File: src/rtl/uart_pkg.sv
// Shared types and constants for the UART configuration sequencer.
// Reset-default line settings and nominal baud periods live here.
package uart_pkg;

  typedef enum logic [1:0] {
    ST_RUN   = 2'd0,
    ST_DRAIN = 2'd1,
    ST_HOLD  = 2'd2,
    ST_QUIET = 2'd3
  } cfg_state_e;

  typedef struct packed {
    logic [2:0] umode;
    logic [1:0] smode;
    logic [4:0] bmode;
  } uart_cfg_t;

  localparam logic [2:0] UMODE_DEF = 3'b110;
  localparam logic [1:0] SMODE_DEF = 2'b00;
  localparam logic [4:0] BMODE_DEF = 5'b01000;
  localparam uart_cfg_t  CFG_DEF   = '{umode: UMODE_DEF, smode: SMODE_DEF, bmode: BMODE_DEF};

  // Baud periods in sclk cycles
  localparam int B4800  = 2604;
  localparam int B9600  = 1302;
  localparam int B14_4K = 868;
  localparam int B19_2K = 651;

endpackage

File: src/rtl/uart_line_quiet.sv
// Counts consecutive high cycles on the RX line; flags when the line
// has been idle long enough to release the cores.
module uart_line_quiet #(
  parameter int QUIET_CYC = 104160,
  parameter int QW        = 17
) (
  input  logic sclk,
  input  logic sclr_n,
  input  logic clr,
  input  logic rx,
  output logic quiet_done
);

  localparam logic [QW-1:0] QUIET_LAST = QW'(QUIET_CYC - 1);

  logic [QW-1:0] cnt;

  always_ff @(posedge sclk or negedge sclr_n) begin
    if (!sclr_n) begin
      cnt <= '0;
    end else if (clr || !rx) begin
      cnt <= '0;
    end else if (cnt != QUIET_LAST) begin
      cnt <= cnt + 1'b1;
    end
  end

  // Done on the cycle that would be the QUIET_CYC-th consecutive high sample
  assign quiet_done = rx && (cnt == QUIET_LAST);

endmodule

File: src/rtl/uart_cfg_ctrl.sv
// Configuration sequencer for the UART cores: applies host settings behind
// a drain / clear / quiet-line sequence and counts RX framing errors.
//
// state    | meaning
// ---------+------------------------------------------------------------
// ST_RUN   | cores live, host writes accepted, RX errors counted
// ST_DRAIN | waiting for TX frame to finish (bounded by DRAIN_MAX)
// ST_HOLD  | cores held in clear for CLR_CYC cycles, new modes applied
// ST_QUIET | cores still in clear, waiting for QUIET_CYC idle RX cycles
module uart_cfg_ctrl
  import uart_pkg::*;
#(
  parameter int CLR_CYC   = 4,
  parameter int QUIET_CYC = 104160,
  parameter int QW        = 17,
  parameter int DRAIN_MAX = 131071,
  parameter int ERR_W     = 8
) (
  input  logic             sclk,
  input  logic             sclr_n,
  input  logic             cfg_wr,
  input  logic [2:0]       cfg_umode,
  input  logic [1:0]       cfg_smode,
  input  logic [4:0]       cfg_bmode,
  output logic             cfg_busy,
  output logic             cfg_ack,
  input  logic             rx,
  input  logic             tx_busy,
  input  logic             rx_err,
  input  logic             err_clr,
  output logic [2:0]       umode,
  output logic [1:0]       smode,
  output logic [4:0]       bmode,
  output logic             core_sclr,
  output logic             link_up,
  output logic [ERR_W-1:0] err_cnt
);

  localparam int CW = $clog2(((DRAIN_MAX > CLR_CYC) ? DRAIN_MAX : CLR_CYC) + 1);
  localparam logic [CW-1:0] DRAIN_LAST = CW'(DRAIN_MAX - 1);
  localparam logic [CW-1:0] HOLD_LAST  = CW'(CLR_CYC - 1);

  cfg_state_e state, state_d;
  logic [CW-1:0] cnt, cnt_d;
  uart_cfg_t shadow, shadow_d;
  uart_cfg_t live, live_d;
  logic sclr_d, busy_d, ack_d, link_d;
  logic quiet_done;
  logic quiet_clr;
  logic rx_err_q;

  assign quiet_clr = (state != ST_QUIET);

  uart_line_quiet #(
    .QUIET_CYC(QUIET_CYC),
    .QW       (QW)
  ) u_line_quiet (
    .sclk      (sclk),
    .sclr_n    (sclr_n),
    .clr       (quiet_clr),
    .rx        (rx),
    .quiet_done(quiet_done)
  );

  always_comb begin
    state_d  = state;
    cnt_d    = cnt;
    shadow_d = shadow;
    live_d   = live;
    sclr_d   = core_sclr;
    busy_d   = cfg_busy;
    ack_d    = 1'b0;
    link_d   = link_up;
    case (state)
      ST_RUN: begin
        if (cfg_wr) begin
          shadow_d = '{umode: cfg_umode, smode: cfg_smode, bmode: cfg_bmode};
          state_d  = ST_DRAIN;
          cnt_d    = '0;
          busy_d   = 1'b1;
          link_d   = 1'b0;
        end
      end
      ST_DRAIN: begin
        if (!tx_busy || (cnt == DRAIN_LAST)) begin
          state_d = ST_HOLD;
          cnt_d   = '0;
          sclr_d  = 1'b1;
          live_d  = shadow;
        end else begin
          cnt_d = cnt + 1'b1;
        end
      end
      ST_HOLD: begin
        if (cnt == HOLD_LAST) begin
          state_d = ST_QUIET;
          cnt_d   = '0;
        end else begin
          cnt_d = cnt + 1'b1;
        end
      end
      ST_QUIET: begin
        if (quiet_done) begin
          state_d = ST_RUN;
          sclr_d  = 1'b0;
          busy_d  = 1'b0;
          ack_d   = 1'b1;
          link_d  = 1'b1;
        end
      end
      default: begin
        state_d = ST_HOLD;
        cnt_d   = '0;
        sclr_d  = 1'b1;
        busy_d  = 1'b1;
        link_d  = 1'b0;
      end
    endcase
  end

  always_ff @(posedge sclk or negedge sclr_n) begin
    if (!sclr_n) begin
      state     <= ST_HOLD;
      cnt       <= '0;
      shadow    <= CFG_DEF;
      live      <= CFG_DEF;
      core_sclr <= 1'b1;
      cfg_busy  <= 1'b1;
      cfg_ack   <= 1'b0;
      link_up   <= 1'b0;
    end else begin
      state     <= state_d;
      cnt       <= cnt_d;
      shadow    <= shadow_d;
      live      <= live_d;
      core_sclr <= sclr_d;
      cfg_busy  <= busy_d;
      cfg_ack   <= ack_d;
      link_up   <= link_d;
    end
  end

  // Clear has priority over a same-cycle increment; edges outside RUN are dropped
  always_ff @(posedge sclk or negedge sclr_n) begin
    if (!sclr_n) begin
      err_cnt  <= '0;
      rx_err_q <= 1'b0;
    end else begin
      rx_err_q <= rx_err;
      if (err_clr) begin
        err_cnt <= '0;
      end else if ((state == ST_RUN) && rx_err && !rx_err_q && (err_cnt != '1)) begin
        err_cnt <= err_cnt + 1'b1;
      end
    end
  end

  assign umode = live.umode;
  assign smode = live.smode;
  assign bmode = live.bmode;

endmodule

File: config.mk
export PLATFORM = sky130hd
export DESIGN_NAME = uart_cfg_ctrl
export DESIGN_NICKNAME = d
export VERILOG_FILES = /design/src/rtl/uart_pkg.sv /design/src/rtl/uart_line_quiet.sv /design/src/rtl/uart_cfg_ctrl.sv
export SDC_FILE = /design/constraint.sdc
export NUM_CORES = 1
export LEC_CHECK = 0
export BUFFER_PORTS_ARGS = -buffer_cell sky130_fd_sc_hd__buf_2
export CORE_UTILIZATION = 60
export DETAILED_ROUTE_END_ITERATION = 6
export GPL_TIMING_DRIVEN = 0
export HOLD_SLACK_MARGIN = 0.03
export PLACE_DENSITY_LB_ADDON = 0.15
export SYNTH_ARGS = -nofsm -noshare
export SYNTH_HDL_FRONTEND = slang
export SYNTH_SLANG_ARGS = --single-unit
export TNS_END_PERCENT = 10
File: constraint.sdc
create_clock -name sclk -period 3.2 [get_ports sclk]
set_input_delay 0.32 -clock sclk [delete_from_list [all_inputs] [get_ports sclk]]
set_output_delay 0.32 -clock sclk [all_outputs]
set_load 0.05 [all_outputs]
==> impl_metrics.env, run 1 <==
export IMPL_status="completed"
export IMPL_die_width_um=77.3
export IMPL_async_flop_share=1.00
export IMPL_dp_cells=426
export IMPL_synth_cell_types=46
export IMPL_cts_hold_buffers=0
export IMPL_cap_violations=0
export IMPL_max_freq_mhz=404
export IMPL_via_per_inst=5.67
export IMPL_clk_pin_slew_ns=0.07
export IMPL_cts_inserted_buffers=9
export IMPL_power_density_mw_per_mm2=780
export IMPL_synth_main_ff_cell="dfrtp_1"
export IMPL_htreeDepth=3
export IMPL_antenna_cells=0
export IMPL_startpoint_type="flop"
export IMPL_grt_usage=0.247
export IMPL_crit_arrival_ns=2.71
export IMPL_first_iter_violations=130
export IMPL_ctsResizeCount=0
export IMPL_worstPathCellList="inv_1 > ha_1 > nor2b_1 > or2_2 > clkbuf_1 > nor2_1 > mux2_2"
export IMPL_critPathBufInv=2
export IMPL_die_h_um=77.3
export IMPL_cts_tree="yes"
export IMPL_relSlewSlack=0.444
export IMPL_cts_buffer_depth=2
export IMPL_final_common_cell="dfrtp_1"
export IMPL_grt_pass1_vias=2547
export IMPL_critical_path_class="flop to flop"
export IMPL_cpPeakStageDelay_ns=0.49
export IMPL_synth_seq_cells=69
export IMPL_hold_viol=0
export IMPL_grt_first_pass_wirelength_mm=11.4
export IMPL_drcViolationCount=0
export IMPL_p_leak_nw=1.75
export IMPL_crit_path_max_fanout=10
export IMPL_period_needed_ns=2.47
export IMPL_period_share=0.773
export IMPL_fin_total_pwr_mw=3.05
export IMPL_ios=39
export IMPL_synthCells=317
export IMPL_mostFrequentLayoutCells="dfrtp_1 (60), buf_2 (38), nor2_1 (38)"
export IMPL_via_count=2508
export IMPL_synth_edff_count=0
export IMPL_end_kind="flop"
export IMPL_tightest_slew_ns=0.834
export IMPL_antenna_left=0
export IMPL_ys_seq_area_frac=0.511
export IMPL_avgSynthCellArea_sq_um=10.7
export IMPL_grt_max_degree=70
export IMPL_grt_ovfl_total=0
export IMPL_drv_slew=0
export IMPL_cts_root_buf="clkbuf_8"
export IMPL_skew_ns=0.00470
export IMPL_io_buffers=37
export IMPL_cp_required_ns=3.43
export IMPL_yosys_warnings=0
export IMPL_fin_area_sq_mm=0.00392
export IMPL_synth_nets=343
export IMPL_finalSetupTns_ns=0
export IMPL_syn_area_sq_mm=0.00340
export IMPL_min_path_type="primary input to async pin"
export IMPL_start_util=0.621
export IMPL_ir_drop_mv=0.577
export IMPL_finalWirelength_mm=6.59
export IMPL_areaGrowthSynthToFinish_pct=15.2
export IMPL_cp_slowest_cell="nor2b_1"
export IMPL_rsz0062_at_grt="no"
export IMPL_post_cts_setup_buffers=0
export IMPL_crit_family="simple AND/OR/NAND/NOR gates"
export IMPL_clock_latency_ns=0.34
export IMPL_fillCellCount=449
export IMPL_dp_hpwl_mm=4.56
export IMPL_wl_per_cell_um=14.9
export IMPL_stdcell_count=442
export IMPL_rows=27
export IMPL_first_pass_iters=4
export IMPL_setup_violations=0
export IMPL_antenna_found_initial=0
export IMPL_cts_sink_count=69
export IMPL_placed_cell_area_sq_mm=0.00368
export IMPL_final_layout_size_suffix_gt1_frac=0.254
export IMPL_core_sq_mm=0.00547
export IMPL_dieArea_sq_mm=0.00597
export IMPL_place_congestion=0.802
export IMPL_fin_nets=391
[area by class of cell]
cell class              instances  area (sq um)  area share
multi-input cells             229          1590       0.405
flip-flops and latches         69          1740       0.444
well taps                      72          90.1      0.0230
clock inverters                 6           111      0.0284
clock buffers                  10           128      0.0326
plain buffers                   9          36.3     0.00927
repair buffers                 37           188      0.0479
inverters                      10          37.5     0.00958
[cells in the mapped netlist (10+ instances only)]
cell type | n | area [sq um]
xnor2_1 | 10 | 87.6
xor2_1 | 15 | 131
inv_1 | 10 | 37.5
dfrtp_1 | 60 | 1500
o21ai_0 | 14 | 70.1
nand2_1 | 24 | 90.1
mux2_2 | 21 | 236
nor2_1 | 38 | 143
nand3_1 | 14 | 70.1
[registers in the layout, summed over array words and instances, names as in the netlist, 2 cells and up]
signal            count
err_cnt               8
cnt                  17
umode                 3
bmode                 5
u_line_quiet.cnt     17
smode                 2
state                 2
shadow               10
[cell families after synthesis]
group	synth area share
AOI/OAI and AO/OA	0.0773
xor gates and xnor gates	0.0644
muxes	0.0828
buffers and inverters	0.0217
DFF	0.511
adders and majority gates	0.0331
and+or+nand+nor	0.209
[power by group]
part / internal (mW) / switching, mW
Clock: 0.518 / 0.331
Combinational: 0.373 / 0.658
Sequential: 1.08 / 0.0987
[metrics by stage]
stage	hold slack, ns	utilization	setup WS (ns)
final	0.0749	0.716	0.725
after global routing	0.0878	0.716	0.499
after CTS	0.0856	0.716	0.717
after detailed placement	0.452	0.672	0.724
after global placement	0.450	0.671	0.775
after floorplan	0.0244	-	1.16
[layer usage]
metal | global-route usage | vias to the layer above | wire (um)
met1 | 0.309 | 1219 | 2900
met4 | 0.0962 | 0 | 76
met3 | 0.0714 | 7 | 237
met5 | 0 | - | 0
li1 | - | 1226 | -
met2 | 0.401 | 56 | 3380
[worst reg2reg max path: stages, from the launching register on]
cell      delay, ns
dfrtp_1        0.44
inv_1          0.11
ha_1           0.26
nor2b_1        0.49
or2_2          0.21
clkbuf_1       0.35
nor2_1         0.21
mux2_2         0.30
[path summary, 6_finish.rpt]
| kind | cells after the start | from | slack (ns) | end |
|---|---|---|---|---|
| min in group sclk | 1 | rx_err | 0.10 | rx_err_q |
| min | 1 | sclr_n | 0.07 | err_cnt[5] |
| max reg2reg | 7 | state[0] | 0.73 | cnt[0] |
| min reg2reg | 1 | shadow[5] | 0.50 | smode[0] |
| max in group asynchronous | 1 | sclr_n | 2.58 | cnt[13] |
| max | 7 | state[0] | 0.73 | cnt[0] |
Power figures use the tool's default switching activity.
==> run 2: changes to the inputs <==
--- a/config.mk
+++ b/config.mk
@@ -5,8 +5,9 @@
 export SDC_FILE = /design/constraint.sdc
 export NUM_CORES = 1
 export LEC_CHECK = 0
+export ABC_AREA = 1
 export BUFFER_PORTS_ARGS = -buffer_cell sky130_fd_sc_hd__buf_2
-export CORE_UTILIZATION = 60
+export CORE_UTILIZATION = 59
 export DETAILED_ROUTE_END_ITERATION = 6
 export GPL_TIMING_DRIVEN = 0
 export HOLD_SLACK_MARGIN = 0.03
==> constraint.sdc (replaced) <==
create_clock -name sclk -period 2.6 [get_ports sclk]
set_input_delay 0.26 -clock sclk [delete_from_list [all_inputs] [get_ports sclk]]
set_output_delay 0.26 -clock sclk [all_outputs]
set_load 0.05 [all_outputs]
==> impl_metrics.env, run 2 <==
export IMPL_max_freq_mhz=517
export IMPL_first_iter_violations=153
export IMPL_antenna_found_initial=0
export IMPL_internal_power_mw=2.22
export IMPL_die_width_um=81.5
export IMPL_rsz0062_at_grt="no"
export IMPL_cts_inserted_buffers=9
export IMPL_fin_total_pwr_mw=3.70
export IMPL_areaGrowthSynthToFinish_pct=13.7
export IMPL_rows=28
export IMPL_ys_seq_area_frac=0.466
export IMPL_avgSynthCellArea_sq_um=7.94
export IMPL_grt_usage=0.252
export IMPL_drcViolationCount=0
export IMPL_cap_violations=0
export IMPL_final_common_cell="nand2_1"
export IMPL_io_buffers=38
export IMPL_dp_cells=583
export IMPL_async_flop_share=1.00
export IMPL_dp_hpwl_mm=5.47
export IMPL_top_layer="met4"
export IMPL_period_share=0.744
export IMPL_p_seq_frac=0.382
export IMPL_power_density_mw_per_mm2=872
export IMPL_cts_root_buf="clkbuf_8"
export IMPL_synth_cell_types=35
export IMPL_power_switching_mw=1.48
export IMPL_synth_top_cell_by_area="dfrtp_1"
export IMPL_grt_max_degree=70
export IMPL_relSlewSlack=0.448
export IMPL_cp_required_ns=2.82
export IMPL_swShare=0.399
export IMPL_cts_buffer_depth=2
export IMPL_antenna_cells=0
export IMPL_yosys_top_cells_count="nand2_1 (120), inv_1 (67), dfrtp_1 (60), nor2_1 (48), nand3_1 (26)"
export IMPL_drv_slew=0
export IMPL_die_h_um=81.5
export IMPL_yosys_warnings=0
export IMPL_ctsResizeCount=0
export IMPL_grt_ovfl_total=0
export IMPL_skew_ns=0.00896
export IMPL_startpoint_type="flop"
export IMPL_tightest_slew_ns=0.828
export IMPL_fin_area_sq_mm=0.00424
export IMPL_wl_met2_mm=3.63
export IMPL_start_util=0.619
export IMPL_dieArea_sq_mm=0.00665
export IMPL_route_met3_wl_um=219
export IMPL_post_cts_setup_buffers=0
export IMPL_synthCells=470
export IMPL_finalSetupTns_ns=0
export IMPL_core_sq_mm=0.00603
export IMPL_cts_sink_count=69
export IMPL_cts_tree="yes"
export IMPL_stdcell_count=600
export IMPL_clkPwrFrac=0.260
export IMPL_placed_cell_area_sq_mm=0.00402
export IMPL_clk_pin_slew_ns=0.07
export IMPL_fin_nets=546
export IMPL_status="completed"
export IMPL_grt_first_pass_wirelength_mm=12.7
export IMPL_place_congestion=0.881
export IMPL_power_frac_comb=0.358
export IMPL_syn_area_sq_mm=0.00373
export IMPL_cpPeakStageDelay_ns=0.58
export IMPL_finalWirelength_mm=7.54
export IMPL_end_kind="flop"
export IMPL_p_leak_nw=2.07
export IMPL_htreeDepth=3
export IMPL_synth_most_common_cell="nand2_1"
export IMPL_via_count=3149
export IMPL_synthTopCellsByArea="dfrtp_1 (40%), nand2_1 (12%), inv_1 (6.7%)"
export IMPL_clock_latency_ns=0.34
export IMPL_first_pass_iters=4
export IMPL_worstPathCellList="inv_1 > ha_1 > a21oi_2 > buf_2 > buf_2 > a21oi_2"
export IMPL_synth_top_area_share=0.402
export IMPL_wl_per_cell_um=12.6
export IMPL_ir_drop_mv=0.740
export IMPL_ios=39
export IMPL_hold_viol=0
export IMPL_synth_nets=496
export IMPL_wl_met1_mm=3.54
export IMPL_period_needed_ns=1.93
export IMPL_min_path_type="primary input to async pin"
export IMPL_synth_seq_cells=69
export IMPL_critical_path_class="flop to flop"
export IMPL_whs_ns=0.00646
export IMPL_cp_slowest_cell="dfstp_2"
export IMPL_antenna_left=0
export IMPL_synth_main_ff_cell="dfrtp_1"
export IMPL_via_per_inst=5.25
export IMPL_mostFrequentLayoutCells="nand2_1 (120), inv_1 (67), dfrtp_1 (60)"
export IMPL_final_layout_size_suffix_gt1_frac=0.202
export IMPL_setup_violations=0
export IMPL_synth_edff_count=0
export IMPL_crit_arrival_ns=2.15
export IMPL_grt_pass1_vias=2965
export IMPL_reg_largest_list="cnt: 17 flops, u_line_quiet.cnt: 17 flops, shadow: 10 flops"
export IMPL_crit_path_max_fanout=10
[run 2: cell types whose count changed in the layout (fill, tap and decap cells not counted), sizes merged, moves of 7 or more]
cell / delta
and3: -7
a21oi: +19
xnor2: -8
mux2: -22
nand3: +13
inv: +62
o21ai: +24
nor2: +12
nand2: +102
xor2: -8
[run 2: power groups by stage]
stage	Clock, mW	Sequential (mW)	Combinational, mW
final	0.962	1.41	1.32
after global routing	1.01	1.43	1.46
after CTS	0.976	1.41	1.34
after detailed placement	0	1.43	1.34
after global placement	0	1.42	1.30
after floorplan	0	1.70	0.745
[run 2: layout make-up]
cell class                 instances  area, sq um
fill                             486         1780
tap                               75         93.8
inverter                          71          267
sequential                        69         1740
buffer                             8         65.1
clock inverter                     6         86.3
clock buffer                      10          128
timing repair buffer              39          203
multi-input combinational        322         1660
[run 2: timing repair]
| action | in CTS | in global routing |
|---|---|---|
| endpoints found under the hold margin | 1 | 0 |
| endpoints found under the setup margin | 0 | 0 |
| hold buffers | 1 | 0 |
[run 2: critical path, delay by kind of cell (launching register included)]
kind | cells | cell delay (ns)
compound gates | 2 | 0.33
fa+ha+maj | 1 | 0.25
buf+inv | 3 | 0.66
flops | 1 | 0.58
[run 2: path summary, 6_finish.rpt]
| kind | slack [ns] | end | cells after the start | start |
|---|---|---|---|---|
| setup / recovery | 0.67 | cnt[16] | 6 | state[1] |
| hold / removal | 0.006 | u_line_quiet.cnt[13] | 1 | sclr_n |
| setup reg to reg | 0.67 | cnt[16] | 6 | state[1] |
| hold reg to reg | 0.47 | cfg_busy | 2 | cfg_busy |
| max in group asynchronous | 2.04 | cnt[2] | 1 | sclr_n |
| min in group sclk | 0.11 | err_cnt[7] | 2 | err_clr |
[run 2: cell families (layout without fill, tap and decap cells)]
kind of cell / count (synthesis) / count (layout) / share of synthesized area
AOI/OAI and AO/OA: 73 / 73 / 0.126
buffers and inverters: 79 / 134 / 0.0889
and+or+nand+nor: 231 / 231 / 0.268
adders and majority gates: 9 / 9 / 0.0302
xor gates and xnor gates: 9 / 9 / 0.0211
DFF: 69 / 69 / 0.466
[run 2: layer usage]
metal  vias to the layer above  GRT usage
li1                       1602          -
met3                        14     0.0489
met2                        56      0.412
met4                         0      0.109
met1                      1477      0.324
met5                         -          0
[run 2: metrics by stage]
| stage | setup WS, ns | util |
|---|---|---|
| 3_5_place_dp | 0.655 | 0.667 |
| 6_report | 0.667 | 0.704 |
| 3_3_place_gp | 0.695 | 0.666 |
| 4_1_cts | 0.651 | 0.704 |
| 2_1_floorplan | 0.805 | - |
| 5_1_grt | 0.536 | 0.704 |
==> run 3: changes to the inputs <==
--- a/config.mk
+++ b/config.mk
@@ -7,7 +7,7 @@
 export LEC_CHECK = 0
 export ABC_AREA = 1
 export BUFFER_PORTS_ARGS = -buffer_cell sky130_fd_sc_hd__buf_2
-export CORE_UTILIZATION = 59
+export CORE_UTILIZATION = 53
 export DETAILED_ROUTE_END_ITERATION = 6
 export GPL_TIMING_DRIVEN = 0
 export HOLD_SLACK_MARGIN = 0.03
==> constraint.sdc (replaced) <==
create_clock -name sclk -period 1.65 [get_ports sclk]
set_input_delay 0.165 -clock sclk [delete_from_list [all_inputs] [get_ports sclk]]
set_output_delay 0.165 -clock sclk [all_outputs]
set_load 0.05 [all_outputs]
==> impl_metrics.env, run 3 (synthesized netlist as in run 2, its figures left out) <==
export IMPL_status="finished with violations"
export IMPL_violations="negative setup slack"
export IMPL_mostFrequentLayoutCells="nand2_1 (114), inv_1 (62), dfrtp_1 (55)"
export IMPL_cts_tree="yes"
export IMPL_critical_path_class="flop to flop"
export IMPL_grt_pass1_vias=3021
export IMPL_cts_sink_count=69
export IMPL_drv_slew=0
export IMPL_via_per_inst=5.04
export IMPL_cts_root_buf="clkbuf_8"
export IMPL_cap_violations=0
export IMPL_grt_ovfl_total=0
export IMPL_die_h_um=85.9
export IMPL_tightest_slew_ns=0.850
export IMPL_crit_arrival_ns=1.93
export IMPL_max_freq_mhz=591
export IMPL_place_congestion=0.904
export IMPL_rows=30
export IMPL_htreeDepth=3
export IMPL_cpPeakStageDelay_ns=0.58
export IMPL_grt_max_degree=70
export IMPL_reg_largest_list="cnt: 17 flops, u_line_quiet.cnt: 17 flops, shadow: 10 flops"
export IMPL_dp_hpwl_mm=5.34
export IMPL_whs_ns=0.0474
export IMPL_finalWirelength_mm=8.08
export IMPL_fin_nets=568
export IMPL_fin_total_pwr_mw=6.46
export IMPL_first_iter_violations=109
export IMPL_core_sq_mm=0.00679
export IMPL_ios=39
export IMPL_grt_usage=0.230
export IMPL_wl_per_cell_um=12.6
export IMPL_dieArea_sq_mm=0.00738
export IMPL_skew_ns=0.0109
export IMPL_crit_path_max_fanout=8
export IMPL_ir_drop_mv=0.895
export IMPL_critPathBufInv=2
export IMPL_startpoint_type="flop"
export IMPL_rrSetupSlack_ns=-0.04
export IMPL_clock_latency_ns=0.35
export IMPL_internal_power_mw=3.96
export IMPL_swShare=0.387
export IMPL_crit_family="flip-flops"
export IMPL_first_pass_iters=4
export IMPL_grt_first_pass_wirelength_mm=13.4
export IMPL_setup_violations=6
export IMPL_p_leak_nw=2.21
export IMPL_relSlewSlack=0.433
export IMPL_cp_required_ns=1.89
export IMPL_power_density_mw_per_mm2=1390
export IMPL_period_share=1.02
export IMPL_cp_slowest_cell="dfstp_2"
export IMPL_antenna_left=0
export IMPL_cts_inserted_buffers=9
export IMPL_drcViolationCount=0
export IMPL_areaGrowthSynthToFinish_pct=24.9
export IMPL_fillCellCount=555
export IMPL_antenna_found_initial=0
export IMPL_antenna_cells=0
export IMPL_rsz0062_at_grt="yes"
export IMPL_io_buffers=38
export IMPL_clk_pin_slew_ns=0.08
export IMPL_start_util=0.549
export IMPL_p_seq_frac=0.345
export IMPL_final_common_cell="nand2_1"
export IMPL_die_width_um=85.9
export IMPL_cts_buffer_depth=2
export IMPL_period_needed_ns=1.69
export IMPL_setup_ws_ns=-0.0408
export IMPL_placed_cell_area_sq_mm=0.00405
export IMPL_end_kind="flop"
export IMPL_power_frac_comb=0.391
export IMPL_hold_viol=0
export IMPL_final_layout_size_suffix_gt1_frac=0.265
export IMPL_min_path_type="primary input to flop"
export IMPL_finalSetupTns_ns=-0.0794
export IMPL_via_count=3242
export IMPL_worstPathCellList="inv_2 > ha_4 > a21oi_4 > inv_4 > nor2_1 > xor2_1 > a21oi_2"
export IMPL_fin_area_sq_mm=0.00466
export IMPL_clkPwrFrac=0.264
export IMPL_power_switching_mw=2.50
run 3: worst paths after layout:
check	start	to	cells after the start
setup reg to reg	state[1]	cnt[3]	7
min in group asynchronous	sclr_n	u_line_quiet.cnt[13]	2
hold / removal	cfg_bmode[0]	shadow[0]	3
max in group asynchronous	sclr_n	cnt[1]	2
setup / recovery	state[1]	cnt[3]	7
hold reg to reg	core_sclr	core_sclr	2
run 3: power groups by stage:
stage	Sequential, mW	Clock, mW	Combinational, mW
after floorplan	2.69	0	1.17
after global placement	2.23	0	2.05
after detailed placement	2.25	0	2.08
after CTS	2.21	1.73	2.32
after global routing	2.26	1.79	2.76
final	2.23	1.70	2.52
run 3: layout make-up:
class,instances,area [sq um],area share
plain buffers,8,77.6,0.0166
clock buffers,9,124,0.0266
clock inverters,7,121,0.0260
inverters,71,269,0.0577
multi-input cells,322,1800,0.385
flip-flops and latches,69,1740,0.374
well taps,96,120,0.0258
repair buffers,61,410,0.0880
run 3: per-stage QoR:
stage	utilization	worst slack [ns]	instances
floorplan	-	-0.0376	470
global placement	0.595	-0.251	604
detailed placement	0.596	-0.274	604
CTS	0.660	-0.0333	634
global route	0.686	-0.127	643
finish	0.686	-0.0408	643
run 3: what timing repair did:
action / 4_1_cts / 5_1_grt
buffers inserted: 3 / 8
hold buffers: 11 / 0
pin swaps: 1 / 5
endpoints found under the hold margin: 72 / 0
gates cloned: 0 / 1
resized for setup: 17 / 27
setup endpoints to repair: 31 / 53
run 3: layer usage:
metal | track usage | up-vias | routed length, um
met2 | 0.385 | 56 | 3970
met3 | 0.0549 | 8 | 290
met1 | 0.298 | 1536 | 3720
li1 | - | 1642 | -
met4 | 0.0652 | 0 | 90
met5 | 0 | - | 0
run 3: worst reg2reg max path: cells and delay by family (launching register included):
| kind | cells | cell delay (ns) |
|---|---|---|
| AND/OR/NAND/NOR | 1 | 0.16 |
| buffers and inverters | 2 | 0.18 |
| flip-flops | 1 | 0.58 |
| adder cells (fa/ha/maj) | 1 | 0.18 |
| AO/OA/AOI/OAI | 2 | 0.26 |
| XOR/XNOR | 1 | 0.22 |
